## config.mk

```make
export PLATFORM = sky130hd
export DESIGN_NAME = keypad_scan
export DESIGN_NICKNAME = d
export VERILOG_FILES = /design/src/rtl/keypad_pkg.sv /design/src/rtl/keypad_debounce.sv /design/src/rtl/keypad_scan.sv
export SDC_FILE = /design/constraint.sdc
export NUM_CORES = 1
export LEC_CHECK = 0
export ABC_CLOCK_PERIOD_IN_PS = 6750
export BUFFER_PORTS_ARGS = -buffer_cell sky130_fd_sc_hd__buf_2
export CORE_UTILIZATION = 64
export CTS_CLUSTER_SIZE = 14
export DETAILED_ROUTE_END_ITERATION = 6
export PLACE_DENSITY = 0.83
export RECOVER_POWER = 25
export REMOVE_ABC_BUFFERS = 1
export SYNTH_ARGS = -nofsm -noshare
export SYNTH_HDL_FRONTEND = slang
export SYNTH_SLANG_ARGS = --single-unit
```

## constraint.sdc

```tcl
create_clock -name clk -period 6.75 [get_ports clk]
set_input_delay 0.675 -clock clk [delete_from_list [all_inputs] [get_ports clk]]
set_output_delay 0.675 -clock clk [all_outputs]
set_load 0.01 [all_outputs]
```

## src/rtl/keypad_pkg.sv

```systemverilog
// -----------------------------------------------------------------------------
// keypad_pkg
// Shared constants and types for the 4x3 matrix keypad scanner.
//   KEY_W / ROWS / COLS : keypad geometry (12 keys = 4 rows x 3 columns)
//   KEY_1 .. KEY_HASH   : one-hot key codes, bit index = row*COLS + col
//   scan_state_t        : column-scan FSM states
//   is_onehot()         : true when exactly one bit of a key vector is set
// -----------------------------------------------------------------------------
package keypad_pkg;

    localparam int unsigned KEY_W = 12;
    localparam int unsigned ROWS  = 4;
    localparam int unsigned COLS  = 3;

    localparam logic [KEY_W-1:0] KEY_1    = 12'h001;
    localparam logic [KEY_W-1:0] KEY_2    = 12'h002;
    localparam logic [KEY_W-1:0] KEY_3    = 12'h004;
    localparam logic [KEY_W-1:0] KEY_4    = 12'h008;
    localparam logic [KEY_W-1:0] KEY_5    = 12'h010;
    localparam logic [KEY_W-1:0] KEY_6    = 12'h020;
    localparam logic [KEY_W-1:0] KEY_7    = 12'h040;
    localparam logic [KEY_W-1:0] KEY_8    = 12'h080;
    localparam logic [KEY_W-1:0] KEY_9    = 12'h100;
    localparam logic [KEY_W-1:0] KEY_STAR = 12'h200;
    localparam logic [KEY_W-1:0] KEY_0    = 12'h400;
    localparam logic [KEY_W-1:0] KEY_HASH = 12'h800;

    typedef enum logic [1:0] {
        COL0 = 2'd0,
        COL1 = 2'd1,
        COL2 = 2'd2
    } scan_state_t;

    // Clearing the lowest set bit leaves zero only for a single-bit vector.
    function automatic logic is_onehot(input logic [KEY_W-1:0] v);
        return (v != 12'h000) && ((v & (v - 12'h001)) == 12'h000);
    endfunction

endpackage

```

## src/rtl/keypad_debounce.sv

```systemverilog
// -----------------------------------------------------------------------------
// keypad_debounce
// Frame-rate debouncer for the keypad scanner. A candidate key vector must be
// seen on DEBOUNCE_FRAMES consecutive frames before it is published.
// Optional auto-repeat of key_pulse_o when KEYPAD_AUTOREPEAT_EN is defined.
// Ports:
//   clk          in   system clock
//   rst          in   synchronous reset, active-high
//   frame_done_i in   one-cycle strobe marking a complete keypad frame
//   cand_i       in   frame candidate (one-hot key or zero), valid with strobe
//   key_data_o   out  debounced one-hot key, zero = no key
//   key_pulse_o  out  one-cycle strobe when key_data_o takes a new nonzero value
// -----------------------------------------------------------------------------
module keypad_debounce
    import keypad_pkg::*;
#(
    parameter int unsigned DEBOUNCE_FRAMES = 4,
    parameter int unsigned REPEAT_FRAMES   = 50
) (
    input  logic             clk,
    input  logic             rst,
    input  logic             frame_done_i,
    input  logic [KEY_W-1:0] cand_i,
    output logic [KEY_W-1:0] key_data_o,
    output logic             key_pulse_o
);

    localparam logic [3:0] DB_MAX = 4'(DEBOUNCE_FRAMES);

    logic [KEY_W-1:0] prev_q, prev_d;
    logic [3:0]       cnt_q, cnt_d;
    logic [KEY_W-1:0] data_q, data_d;
    logic             pulse_q, pulse_d;

`ifdef KEYPAD_AUTOREPEAT_EN
    localparam int unsigned        REP_W    = (REPEAT_FRAMES < 2) ? 1 : $clog2(REPEAT_FRAMES);
    localparam logic [REP_W-1:0]   REP_LAST = REP_W'(REPEAT_FRAMES - 1);
    localparam logic [REP_W-1:0]   REP_ONE  = REP_W'(1);
    logic [REP_W-1:0] rep_q, rep_d;
`endif

    // Next-state: stability count, publish decision and pulse generation.
    always_comb begin
        prev_d  = prev_q;
        cnt_d   = cnt_q;
        data_d  = data_q;
        pulse_d = 1'b0;
`ifdef KEYPAD_AUTOREPEAT_EN
        rep_d   = rep_q;
`endif
        if (frame_done_i) begin
            if (cand_i == prev_q) begin
                if (cnt_q >= DB_MAX) begin
                    cnt_d = DB_MAX;
                end else begin
                    cnt_d = cnt_q + 4'd1;
                end
            end else begin
                // A differing frame restarts the run with itself as first frame.
                cnt_d  = 4'd1;
                prev_d = cand_i;
            end

            if ((cnt_d == DB_MAX) && (cand_i != data_q)) begin
                data_d  = cand_i;
                pulse_d = (cand_i != 12'h000);
`ifdef KEYPAD_AUTOREPEAT_EN
                rep_d   = '0;
`endif
            end else begin
`ifdef KEYPAD_AUTOREPEAT_EN
                // Repeat period is counted in frames from the last pulse.
                if (data_q != 12'h000) begin
                    if (rep_q == REP_LAST) begin
                        rep_d   = '0;
                        pulse_d = 1'b1;
                    end else begin
                        rep_d   = rep_q + REP_ONE;
                    end
                end else begin
                    rep_d = '0;
                end
`else
                data_d = data_q;
`endif
            end
        end else begin
            pulse_d = 1'b0;
        end
    end

    // Debounce state and registered outputs.
    always_ff @(posedge clk) begin
        if (rst) begin
            prev_q  <= 12'h000;
            cnt_q   <= 4'd0;
            data_q  <= 12'h000;
            pulse_q <= 1'b0;
`ifdef KEYPAD_AUTOREPEAT_EN
            rep_q   <= '0;
`endif
        end else begin
            prev_q  <= prev_d;
            cnt_q   <= cnt_d;
            data_q  <= data_d;
            pulse_q <= pulse_d;
`ifdef KEYPAD_AUTOREPEAT_EN
            rep_q   <= rep_d;
`endif
        end
    end

    assign key_data_o  = data_q;
    assign key_pulse_o = pulse_q;

endmodule

```

## src/rtl/keypad_scan.sv

```systemverilog
// -----------------------------------------------------------------------------
// keypad_scan
// Scans a 4-row x 3-column matrix keypad, synchronises the row returns,
// assembles one 12-bit frame per full column sweep and debounces it into a
// one-hot key_data bus (bit = row*3 + col) with a key_pulse press strobe.
// Optional build macro: KEYPAD_AUTOREPEAT_EN (auto-repeat of key_pulse).
// Ports:
//   clk        in   system clock
//   rst        in   synchronous reset, active-high
//   key_row    in   row returns, active-high, asynchronous to clk
//   key_col    out  one-hot column drive, active-high
//   key_data   out  debounced one-hot key, zero = no key
//   key_pulse  out  one-cycle strobe on each new nonzero key_data value
// -----------------------------------------------------------------------------
module keypad_scan
    import keypad_pkg::*;
#(
    parameter int unsigned SCAN_DIV        = 24999,
    parameter int unsigned DEBOUNCE_FRAMES = 4,
    parameter int unsigned REPEAT_FRAMES   = 50
) (
    input  logic              clk,
    input  logic              rst,
    input  logic [ROWS-1:0]   key_row,
    output logic [COLS-1:0]   key_col,
    output logic [KEY_W-1:0]  key_data,
    output logic              key_pulse
);

    localparam int unsigned      DIV_W   = $clog2(SCAN_DIV + 1);
    localparam logic [DIV_W-1:0] DIV_MAX = DIV_W'(SCAN_DIV);
    localparam logic [DIV_W-1:0] DIV_ONE = DIV_W'(1);

    logic [ROWS-1:0]  row_meta_q;
    logic [ROWS-1:0]  row_s_q;
    logic [DIV_W-1:0] div_q, div_d;
    logic             tick_s;
    scan_state_t      state_q, state_d;
    logic [COLS-1:0]  col_q, col_d;
    logic [KEY_W-1:0] acc_q, acc_d;
    logic             frame_done_s;
    logic [KEY_W-1:0] cand_s;

    // Two-flop synchroniser for the asynchronous row returns.
    always_ff @(posedge clk) begin
        if (rst) begin
            row_meta_q <= 4'h0;
            row_s_q    <= 4'h0;
        end else begin
            row_meta_q <= key_row;
            row_s_q    <= row_meta_q;
        end
    end

    // Sampling happens on the last dwell cycle so the rows have settled.
    assign tick_s       = (div_q == DIV_MAX);
    assign frame_done_s = tick_s && (state_q == COL2);

    // Divider next value, scan FSM next state and column drive decode.
    always_comb begin
        if (tick_s) begin
            div_d = '0;
        end else begin
            div_d = div_q + DIV_ONE;
        end

        state_d = state_q;
        if (tick_s) begin
            case (state_q)
                COL0:    state_d = COL1;
                COL1:    state_d = COL2;
                COL2:    state_d = COL0;
                default: state_d = COL0;
            endcase
        end else begin
            state_d = state_q;
        end

        case (state_d)
            COL0:    col_d = 3'b001;
            COL1:    col_d = 3'b010;
            COL2:    col_d = 3'b100;
            default: col_d = 3'b001;
        endcase
    end

    // Frame accumulator: the driven column's bits of each row are overwritten
    // with the synchronised returns, so no explicit clear between frames.
    always_comb begin
        acc_d = acc_q;
        if (tick_s) begin
            for (int r = 0; r < ROWS; r++) begin
                acc_d[r*COLS +: COLS] = (acc_q[r*COLS +: COLS] & ~col_q)
                                      | ({COLS{row_s_q[r]}} & col_q);
            end
        end else begin
            acc_d = acc_q;
        end
        // Ghosting and multi-press both collapse to "no key".
        if (is_onehot(acc_d)) begin
            cand_s = acc_d;
        end else begin
            cand_s = 12'h000;
        end
    end

    // Scan state registers.
    always_ff @(posedge clk) begin
        if (rst) begin
            div_q   <= '0;
            state_q <= COL0;
            col_q   <= 3'b001;
            acc_q   <= 12'h000;
        end else begin
            div_q   <= div_d;
            state_q <= state_d;
            col_q   <= col_d;
            acc_q   <= acc_d;
        end
    end

    keypad_debounce #(
        .DEBOUNCE_FRAMES (DEBOUNCE_FRAMES),
        .REPEAT_FRAMES   (REPEAT_FRAMES)
    ) u_debounce (
        .clk          (clk),
        .rst          (rst),
        .frame_done_i (frame_done_s),
        .cand_i       (cand_s),
        .key_data_o   (key_data),
        .key_pulse_o  (key_pulse)
    );

    assign key_col = col_q;

endmodule

```

### After elaboration in Yosys (flattened, before gate mapping)

Index checks and enable logic that the tools add are counted.

* bits in latches: 0
* word-level logic and storage cells: 58
* output and inout port bits: 16
* bits in writable memories: 0
* bits in read-only memories: 0
* bits of input ports: 6
* memories: 0
* flip-flop bits (word level): 69

* mux-type cells: 8
* $lt $le $gt $ge: 1
* divide/modulo/power cells: 0
* add/subtract/negate cells: 3
* multipliers: 0
* reductions and logical operators: 11
* bitwise gates (word level): 17
* eq/ne operators: 8
* shift operators: 0

Operators with widths (number)
* $and 3x3->3: 8
* $mux 12: 2
* $reduce_bool 12->1: 2
* $add 15x1->15 const B: 1
* $eq 15x15->1 const B: 1
* $and 12x12->12: 1
* $eq 12x12->1: 1
* $logic_not 12->1: 1
* $mux 4: 3
* $ne 12x12->1: 1
* $or 3x3->3: 4
* $sub 12x1->12 const B: 1
* $pmux 3 s2: 1
* $add 4x1->4 const B: 1
* $eq 2x1->1 const B: 2
* $eq 2x2->1 const B: 2
* $eq 4x3->1 const B: 1
* $ge 4x3->1 const B: 1
* $pmux 2 s2: 1
* $reduce_and 2->1: 2
* $logic_and 1x1->1: 3
* $not 1->1: 3
* $not 3->3: 1
* $reduce_or 3->1: 1
* other kinds (3): 3

### Logic depth before layout (Yosys ltp)

Gate-level depths: netlist of the first run.

* depth in word-level cells: 16
* mapped depth: 16
* mapped depth without buffers: 12

### By module

From an unflattened synthesis of the first run, not the netlist that was laid out.

* cells, all modules: 363
* area total of the unflattened synthesis: 3408.3 µm²

Modules (own cells, without submodules)
* keypad_scan: area an instance 1951.9 µm², seq. area each 800.8 µm², times used 1, cells each 213
* keypad_debounce: area an instance 1456.4 µm², seq. area each 580.6 µm², times used 1, cells each 150

### Least setup slack after synthesis of the first run

OpenSTA, ideal clock, no wires.

* path type: register to register
* start: register div_q[12]
* end: register u_debounce.data_q[9], in the netlist u_debounce.key_data_o[9]
* required time: 6.678 ns
* clock period less this slack: 3.575 ns
* cell stages (with the launch flop): 15
* setup time: 0.072 ns
* path buffers: 3
* slack: 3.175 ns
* data arrival time: 3.503 ns
* cells stage by stage: dfxtp_1 -> nor4b_4 -> and4_1 -> buf_6 -> mux2_2 -> nor3_4 -> a41oi_2 -> a211oi_4 -> buf_2 -> nand3_1 -> a22oi_2 -> nand2_1 -> nor3_2 -> buf_6 -> mux2i_1

* longest elaborated chain between the ends: 13
* elaborated cells between the ends (all ways): 16
* those cells by class: add/sub: 1; eq/ne: 4; mux: 4; bitwise: 1; reduce/logical: 6

Ends and longest elaborated chain
* start: declaration: line keypad_scan.sv:36 `logic [DIV_W-1:0] div_q, div_d;`
* start signal: assignment: line keypad_scan.sv:115 `div_q <= div_d;`
* $eq 15x15->1 *: line keypad_scan.sv:56 `assign tick_s = (div_q == DIV_MAX);`
* $mux 12: line keypad_scan.sv:91 `if (tick_s) begin`
* $sub 12x1->12: line keypad_pkg.sv:36 `return (v != 12'h000) && ((v & (v - 12'h001)) == 12'h000);`
* $and 12x12->12: line keypad_pkg.sv:36
* $logic_not 12->1: line keypad_pkg.sv:36
* $logic_and 1x1->1: line keypad_pkg.sv:36
* $mux 12: line keypad_scan.sv:100 `if (is_onehot(acc_d)) begin`
* $eq 12x12->1: line keypad_debounce.sv:52 `if (cand_i == prev_q) begin`
* $mux 4: line keypad_debounce.sv:52
* $mux 4: line keypad_debounce.sv:51 `if (frame_done_i) begin`
* $eq 4x3->1: line keypad_debounce.sv:64 `if ((cnt_d == DB_MAX) && (cand_i != data_q)) begin`
* $logic_and 1x1->1: line keypad_debounce.sv:64
* $reduce_and 2->1 (no line)
* end signal: assignment: line keypad_debounce.sv:105 `data_q <= data_d;`
* end: declaration: line keypad_debounce.sv:32 `logic [KEY_W-1:0] data_q, data_d;`

Mark *: on every way between the ends. The rest lies on a longest branch, timed or not. The select of a mux whose other input is x is not followed.
A chain may end at the register's enable or synchronous reset.

### Final worst setup path of the first run

* start: register div_q[12]
* end: register u_debounce.data_q[0], in the netlist u_debounce.key_data_o[0]

The elaborated chain is that of the path after synthesis.

==> results of run 1 <==
## Yosys cell counts (4+ instances only)
master,n,area [um2]
nand3_1,30,150
nand2_1,35,131
mux2_2,6,67.6
and3_1,10,62.6
o41ai_1,7,61.3
xor2_1,11,96.3
inv_1,10,37.5
buf_6,4,45.0
nand4_1,6,37.5
and2_1,4,25.0
nor2b_1,10,62.6
o21ai_0,7,35.0
dfxtp_1,69,1380
xnor2_1,14,123
nor2_1,39,146
clkbuf_1,8,30.0
nand2b_1,21,131
ha_1,4,50.1
mux2i_1,33,330
nor3_1,6,30.0
a311o_1,11,110
a21oi_1,8,40.0
## state kept, by name, summed over array words and instances (netlist names)
name                    count
key_col                     3
u_debounce.cnt_q            4
div_q                      15
u_debounce.prev_q          12
row_meta_q                  4
state_q                     2
u_debounce.key_data_o      12
u_debounce.key_pulse_o      1
row_s_q                     4
acc_q                      12
## logic make-up (layout without fill, tap and decap cells)
kind of cell | count (synthesis) | in the layout | synth area share
compound gates | 49 | 49 | 0.112
fa+ha+maj | 5 | 5 | 0.0165
flops | 69 | 69 | 0.372
xor+xnor | 25 | 25 | 0.0590
simple gates | 186 | 186 | 0.284
mux | 41 | 41 | 0.117
buf+inv | 28 | 48 | 0.0384
## area by class of cell
class,count,share of cell area
clock buffers,12,0.0342
inverters,10,0.00950
flip-flops and latches,69,0.350
well taps,72,0.0228
repair buffers,22,0.0238
clock inverters,4,0.00634
multi-input cells,306,0.554
## routing by layer
metal  GRT usage  vias up  share of wire
met3      0.0640       29          0.064
met2       0.473      127           0.48
met4       0.128        0          0.024
met1       0.346     1477           0.43
met5           0        -              0
li1            -     1476              -
## critical path, cell delays in order (launching register included)
cell	delay (ns)
dfxtp_1	0.35
nor4b_4	0.48
and4_1	0.44
mux2i_1	0.84
and2_1	0.31
o2111ai_1	0.19
a211oi_4	0.92
nand3_1	0.21
a22oi_2	0.33
nand2_1	0.10
nor3_2	1.04
mux2i_1	0.28
## final timing paths
path | from | endpoint | slack [ns] | cells after the start
worst min-delay path | row_meta_q[1] | row_s_q[1] | 0.44 | 1
worst max register to register | div_q[12] | u_debounce.key_data_o[0] | 1.17 | 11
worst max-delay path | div_q[12] | u_debounce.key_data_o[0] | 1.17 | 11
worst min register to register | row_meta_q[1] | row_s_q[1] | 0.44 | 1
## through the flow
| step | hold slack [ns] | util | setup WS, ns | total power, W | std cells |
|---|---|---|---|---|---|
| 2_1_floorplan | 0.414 | - | 2.29 | 0.000429 | 385 |
| 3_3_place_gp | 0.417 | 0.687 | 1.49 | 0.000437 | 479 |
| 3_5_place_dp | 0.424 | 0.687 | 1.31 | 0.000437 | 479 |
| 4_1_cts | 0.440 | 0.716 | 1.28 | 0.000721 | 495 |
| 5_1_grt | 0.464 | 0.713 | 0.886 | 0.000743 | 495 |
| 6_report | 0.438 | 0.713 | 1.17 | 0.000715 | 495 |
## where the power goes
group	internal [W]	switching, W	leakage [nW]
clock	0.000132	0.000155	0.0764
sequential	0.000411	0.00000340	0.558
combinational	0.00000600	0.00000802	0.923
total	0.000549	0.000166	1.56
==> impl_metrics.toml, run 1 <==
[drt]
routed_via_density = 6.28
postRouteAntennaNets = 0
drc = 0
drtIter0Drc = 221
vias = 3109
wl_per_cell_um = 16.7
wl_um = 8280
drtPass1Iterations = 5

[grt]
antenna_found_initial = 0
grt_max_degree = 57
grt_pass1_vias = 2862
gr-total-overflow = 0
track_usage = 0.283
grt_pass1_wl_um = 13200

[setup_path]
path_max_fanout = 25
crit_type = "reg -> reg"
cp-end-kind = "flop"
critPathArrivalTime_ns = 5.86
crit_path_start_kind = "flop"
required_ns = 7.03

[sta]
relSlewSlack = -0.416
finalSetupViolCount = 0
finalClockSkew_ns = 0.00924
hold_viol_final = 0
tns_ns = 0
fmax_mhz = 179
timing.final.crit_share = 0.826
drv_slew = 57
fin_crit_ns = 5.58
tightestPinTransition_ns = 2.12
rsz0062_at_grt = "false"

[cts]
clk_latency_ns = 0.35
cts_resized = 0
cts_made_buffers = 9
root_buffer = "clkbuf_8"
clk_path_buf_depth = 2
cts_setup_buffers = 0
hold_buffers = 0
cts_tree = "yes"
htreeDepth = 3
cts_sinks = 69
clk_pin_slew_ns = 0.07

[synth]
synth_warnings = 0
synth_edf_count = 0
synth.yosys.seq_area_share = 0.372
async_flop_share = 0
synth_flop_cell = "dfxtp_1"
syn-instance-count = 403
avgSynthCellArea_um2 = 9.21
mappedNetlistArea_um2 = 3710
synth.distinct_cells = 55
ys_ff_latch = 69

[final_layout]
layout.area.seq_um2 = 1380
multi_input_area_um2 = 2190
area_growth_pct = 6.44
fin_nets = 428
drive_gt1_frac = 0.123
final_common_cell = "dfxtp_1"
final_cell_mix = "dfxtp_1 (69), nor2_1 (39), nand2_1 (35)"
final_area_um2 = 3950
diodes = 0
fillers = 436

[run_status]
violations = "capacitance limit, slew limit"
status = "finished with violations"

[pwr]
p_per_area_nw_per_um2 = 181
vdd_drop_max_mv = 0.135
cellLeakagePower_nw = 1.56

[floorplan]
rows = 27
initial_core_util = 0.670
io_pins = 22
die_h_um = 78.2
die_w_um = 78.2
core-area_um2 = 5540
fp.dieArea_um2 = 6110

[placement]
portBuffers = 21
gp_congestion = 0.901
dp_hpwl_um = 5730
postPlaceCellArea_um2 = 3810

[hold_path]
min_path_type = "reg -> reg"

[flow_run]
maxCapViolations = 1
Power figures use the tool's default switching activity.
==> run 2, diff against run 1 <==
--- a/config.mk
+++ b/config.mk
@@ -5,12 +5,12 @@
 export SDC_FILE = /design/constraint.sdc
 export NUM_CORES = 1
 export LEC_CHECK = 0
-export ABC_CLOCK_PERIOD_IN_PS = 6750
+export ABC_CLOCK_PERIOD_IN_PS = 5200
 export BUFFER_PORTS_ARGS = -buffer_cell sky130_fd_sc_hd__buf_2
-export CORE_UTILIZATION = 64
+export CORE_UTILIZATION = 61
 export CTS_CLUSTER_SIZE = 14
 export DETAILED_ROUTE_END_ITERATION = 6
-export PLACE_DENSITY = 0.83
+export PLACE_DENSITY = 0.8
 export RECOVER_POWER = 25
 export REMOVE_ABC_BUFFERS = 1
 export SYNTH_ARGS = -nofsm -noshare
==> constraint.sdc (replaced) <==
create_clock -name clk -period 5.2 [get_ports clk]
set_input_delay 0.52 -clock clk [delete_from_list [all_inputs] [get_ports clk]]
set_output_delay 0.52 -clock clk [all_outputs]
set_load 0.01 [all_outputs]
==> run 2 against run 1 <==
  * The run now ends clean
  * Total power up 45%
  * Cell count is 2.0% higher
  * Flip-flop and latch count did not move
  * Fmax is 23% higher
  * Critical path type unchanged
  * Largest cell class unchanged
  * Highest routed layer unchanged
  * Via count shrank 0.77%
==> impl_metrics.toml, run 2 (same netlist as run 1, synthesis figures left out) <==
[run_status]
status = "finished, final reports clean"

[drt]
routed_via_density = 6.11
drtPass1Iterations = 5
wl_per_cell_um = 16.4
drc = 0
postRouteAntennaNets = 0
vias = 3085
wl_um = 8280
drtIter0Drc = 231

[placement]
gp_congestion = 0.923
dp_hpwl_um = 5920
portBuffers = 21
pre_cts_slack_ns = 0.817
postPlaceCellArea_um2 = 3860

[cts]
clk_path_buf_depth = 2
clk_pin_slew_ns = 0.08
root_buffer = "clkbuf_8"
clk_latency_ns = 0.36
cts_sinks = 69
cts_setup_buffers = 0
cts_made_buffers = 9
cts_resized = 0
htreeDepth = 3
hold_buffers = 0
cts_tree = "yes"

[setup_path]
path_max_fanout = 25
worstSetupStartpoint = "div_q[0]"
rr_startpoint = "div_q[0]"
cp_slowest_cell = "mux2i_1"
critPathArrivalTime_ns = 4.80
crit_type = "reg -> reg"
required_ns = 5.45
crit_top_cell = "and3_1"
critPathTopFamily = "simple AND/OR/NAND/NOR gates"
cp_cell_sequence = "ha_1, and3_1, nand4_4, mux2i_1, nand3b_1, nor4_2, a31o_2, nand3_1, a222oi_1, and3_1, nor3_2, buf_4, and3_1"
r2r_slack_ns = 0.65
crit_end = "u_debounce.key_pulse_o"
r2r_cells = 13
cp-end-kind = "flop"
worst-path-buf-inv = 1
worst_path_largest_cell_delay_ns = 0.89
cp_num_cells = 13
rr_endpoint = "u_debounce.key_pulse_o"
crit_path_start_kind = "flop"

[grt]
grt_pass1_vias = 2795
antenna_found_initial = 0
grt_pass1_wl_um = 13500
gr-total-overflow = 0
grt_max_degree = 32
track_usage = 0.279

[final_layout]
final_cell_mix = "dfxtp_1 (69), nor2_1 (39), nand2_1 (35)"
fin_nets = 435
final_area_um2 = 4070
area_growth_pct = 9.61
regMostFlops = "div_q"
final_common_cell = "dfxtp_1"
diodes = 0
largest_reg_flops = 15
fillers = 483
drive_gt1_frac = 0.142

[sta]
fin_crit_ns = 4.55
finalClockSkew_ns = 0.00893
finalSetupViolCount = 0
hold_viol_final = 0
timing.final.crit_share = 0.875
tns_ns = 0
setup_ws_ns = 0.651
rsz0062_at_grt = "false"
tightestPinTransition_ns = 1.18
relSlewSlack = 0.211
fmax_mhz = 220
drv_slew = 0

[floorplan]
rows = 28
core-area_um2 = 5890
die_w_um = 80
fp.dieArea_um2 = 6400
die_h_um = 80
initial_core_util = 0.631
io_pins = 22

[flow_run]
maxCapViolations = 0

[pwr]
cellLeakagePower_nw = 1.62
vdd_drop_max_mv = 0.163
p_per_area_nw_per_um2 = 256

[hold_path]
min_path_type = "in -> reg"
[run 2: cell count changes in the layout (fill, tap and decap cells not counted), sizes merged]
| cell | previous run | this run |
|---|---|---|
| buf | 9 | 15 |
| clkbuf | 25 | 23 |
| bufinv | 0 | 2 |
| inv | 10 | 11 |
| clkinvlp | 2 | 1 |
| clkinv | 2 | 3 |
[run 2: through the flow]
stage / util / hold slack [ns] / total power (W) / instances
5_1_grt: 0.691 / 0.367 / 0.00107 / 505
4_1_cts: 0.695 / 0.358 / 0.00105 / 505
3_5_place_dp: 0.657 / 0.424 / 0.000567 / 489
6_report: 0.691 / 0.371 / 0.00104 / 505
2_1_floorplan: - / 0.414 / 0.000557 / 385
3_3_place_gp: 0.657 / 0.419 / 0.000567 / 489
[run 2: worst min-delay path by stage]
stage	start	to	slack, ns	cells past startpoint
global route	key_row[2]	row_meta_q[2]	0.37	2
finish	key_row[1]	row_meta_q[1]	0.37	2
detailed placement	row_meta_q[2]	row_s_q[2]	0.42	1
floorplan	row_meta_q[0]	row_s_q[0]	0.41	1
global placement	row_meta_q[3]	row_s_q[3]	0.42	1
CTS	key_row[0]	row_meta_q[0]	0.36	2
[run 2: final cells by class]
cell class	count	area, um2	share of cell area
clock buffers	9	124	0.0305
clock inverters	7	98.8	0.0243
inverters	10	37.5	0.00923
multi-input cells	306	2190	0.538
flip-flops and latches	69	1380	0.340
well taps	75	93.8	0.0231
repair buffers	29	145	0.0357
[run 2: worst reg2reg max path: stages (launching register included)]
cell      delay [ns]
dfxtp_1         0.37
ha_1            0.26
and3_1          0.25
nand4_4         0.24
mux2i_1         0.89
nand3b_1        0.19
nor4_2          0.32
a31o_2          0.47
nand3_1         0.15
a222oi_1        0.65
and3_1          0.27
nor3_2          0.06
buf_4           0.16
and3_1          0.17
[run 2: layer usage]
metal  wire [um]  vias up  global-route usage  part of all wire
met1        3690     1453               0.360              0.45
met2        3840      124               0.444              0.46
met5           0        -                   0                 0
li1            -     1484                   -                 -
met4         223        0               0.125             0.027
met3         524       24              0.0617             0.063
[run 2: power breakdown]
group	internal (W)	total (W)	leakage [nW]	switching, W
registers	0.000533	0.000537	0.558	0.00000416
clock network	0.000272	0.000486	0.110	0.000214
logic	0.00000743	0.0000176	0.952	0.0000101
total	0.000812	0.00104	1.62	0.000228
==> run 3, diff against run 2 <==
--- a/config.mk
+++ b/config.mk
@@ -7,10 +7,12 @@
 export LEC_CHECK = 0
 export ABC_CLOCK_PERIOD_IN_PS = 5200
 export BUFFER_PORTS_ARGS = -buffer_cell sky130_fd_sc_hd__buf_2
-export CORE_UTILIZATION = 61
+export CELL_PAD_IN_SITES_DETAIL_PLACEMENT = 0
+export CELL_PAD_IN_SITES_GLOBAL_PLACEMENT = 2
+export CORE_UTILIZATION = 38
 export CTS_CLUSTER_SIZE = 14
 export DETAILED_ROUTE_END_ITERATION = 6
-export PLACE_DENSITY = 0.8
+export PLACE_DENSITY_LB_ADDON = 0.1
 export RECOVER_POWER = 25
 export REMOVE_ABC_BUFFERS = 1
 export SYNTH_ARGS = -nofsm -noshare
==> run 3 against run 2 <==
  * Sequential share of layout area is 0.22 points lower
  * Via count is 4.7% lower
  * Clock-buffer cell count is 3 higher
  * Die area is 59% higher
  * Utilization is 25 points lower
  * Fmax is 3.1% lower
  * Register-to-register slack worse by 0.15 ns
  * First-iteration DRC count is 52% lower
  * Largest power group unchanged
==> impl_metrics.toml, run 3 (same netlist as run 1, synthesis figures left out) <==
[run_status]
status = "finished, final reports clean"

[floorplan]
core-area_um2 = 9370
initial_core_util = 0.396
die_h_um = 101
fp.dieArea_um2 = 10200
die_w_um = 101
rows = 35
io_pins = 22

[drt]
drtPass1Iterations = 4
drc = 0
wl_um = 8730
drtIter0Drc = 111
wl_per_cell_um = 15.7
routed_via_density = 5.28
vias = 2941
postRouteAntennaNets = 0

[placement]
dp_hpwl_um = 6230
gp_congestion = 0.847
portBuffers = 21
postPlaceCellArea_um2 = 3930

[pwr]
vdd_drop_max_mv = 0.102
switching_share = 0.227
p_comb_frac = 0.018
internal_power_w = 0.000749
p_per_area_nw_per_um2 = 237
p_clk_frac = 0.428
p_sw_w = 0.000221
cellLeakagePower_nw = 1.60
pwr-share-seq = 0.554

[final_layout]
regMostFlops = "div_q"
largest_reg_flops = 15
drive_gt1_frac = 0.140
final_common_cell = "dfxtp_1"
final_cell_mix = "dfxtp_1 (69), nor2_1 (39), nand2_1 (35)"
final_area_um2 = 4090
area_growth_pct = 10.3
fin_nets = 434
diodes = 0

[sta]
timing.final.crit_share = 0.903
holdWs_ns = 0.389
drv_slew = 0
finalSetupViolCount = 0
tns_ns = 0
tightestPinTransition_ns = 1.14
relSlewSlack = 0.242
fmax_mhz = 213
fin_crit_ns = 4.69
rsz0062_at_grt = "false"
finalClockSkew_ns = 0.00945
hold_viol_final = 0

[setup_path]
cp_cell_sequence = "nor4b_4, and4_1, mux2i_2, nand4_1, nor4_2, a31o_2, nand3_1, a222oi_1, and3_1, nor3_2, buf_4, and3_1"
path_max_fanout = 25
cp_slowest_cell = "a222oi_1"
worst_path_largest_cell_delay_ns = 0.65
crit_path_start_kind = "flop"
crit_top_cell = "and3_1"
cp-end-kind = "flop"
crit_type = "reg -> reg"
critPathArrivalTime_ns = 4.93
required_ns = 5.43

[cts]
cts_setup_buffers = 0
clk_pin_slew_ns = 0.08
cts_made_buffers = 9
cts_tree = "yes"
htreeDepth = 3
cts_sinks = 69
clk_latency_ns = 0.34
clk_path_buf_depth = 2
root_buffer = "clkbuf_8"

[grt]
grt_pass1_vias = 2773
track_usage = 0.189
grt_max_degree = 30
antenna_found_initial = 0
grt_pass1_wl_um = 14600
gr-total-overflow = 0

[hold_path]
min_path_type = "in -> reg"

[flow_run]
maxCapViolations = 0
-- run 3: cell count changes in the layout (fill, tap and decap cells not counted) --
cell | before | now
buf_4 | 7 | 6
clkinvlp_4 | 1 | 2
inv_6 | 1 | 0
clkinv_4 | 2 | 0
clkbuf_8 | 9 | 12
mux2i_2 | 0 | 1
bufinv_16 | 2 | 0
mux2i_1 | 33 | 32
-- run 3: power groups by stage --
stage          Combinational, W  Sequential (W)  Clock (W)
6_report              0.0000179        0.000537   0.000415
5_1_grt               0.0000206        0.000538   0.000462
4_1_cts               0.0000188        0.000537   0.000435
3_5_place_dp          0.0000187        0.000549          0
3_3_place_gp          0.0000187        0.000549          0
2_1_floorplan        0.00000903        0.000548          0
-- run 3: path summary, 6_finish.rpt --
kind,from,end,cells past startpoint,slack [ns]
max,div_q[12],u_debounce.key_pulse_o,12,0.51
min,key_row[1],row_meta_q[1],2,0.39
max reg2reg,div_q[12],u_debounce.key_pulse_o,12,0.51
min reg2reg,row_meta_q[2],row_s_q[2],1,0.44
-- run 3: final cells by class --
| type | count | area, um2 |
|---|---|---|
| clock buffers | 12 | 165 |
| multi-input cells | 306 | 2190 |
| inverters | 10 | 37.5 |
| flip-flops and latches | 69 | 1380 |
| fillers | 1006 | 5280 |
| clock inverters | 3 | 20.0 |
| well taps | 129 | 161 |
| repair buffers | 28 | 138 |
-- run 3: what timing repair did --
action	4_1_cts	5_1_grt
hold buffers	0	0
gates resized for setup	0	1
setup endpoints to repair	0	1
hold endpoints to repair	0	0
-- run 3: per-stage QoR --
step                utilization  power (W)  worst slack (ns)  std cells
finish                    0.437   0.000970             0.506        557
global route              0.437    0.00102             0.212        557
CTS                       0.439   0.000991             0.297        557
detailed placement        0.419   0.000568             0.318        542
global placement          0.419   0.000568             0.403        542
floorplan                     -   0.000557             0.741        385
-- run 3: per-layer routing --
layer / wire length, um / track usage
met1: 4260 / 0.252
met2: 3970 / 0.296
met3: 384 / 0.0492
met4: 114 / 0.0613
met5: 0 / 0
-- run 3: worst max-delay path, delay by kind of cell (launching register included) --
kind | cells | cell delay, ns
simple gates | 8 | 2.23
flops | 1 | 0.35
compound gates | 2 | 1.15
mux | 1 | 0.64
buf+inv | 1 | 0.20
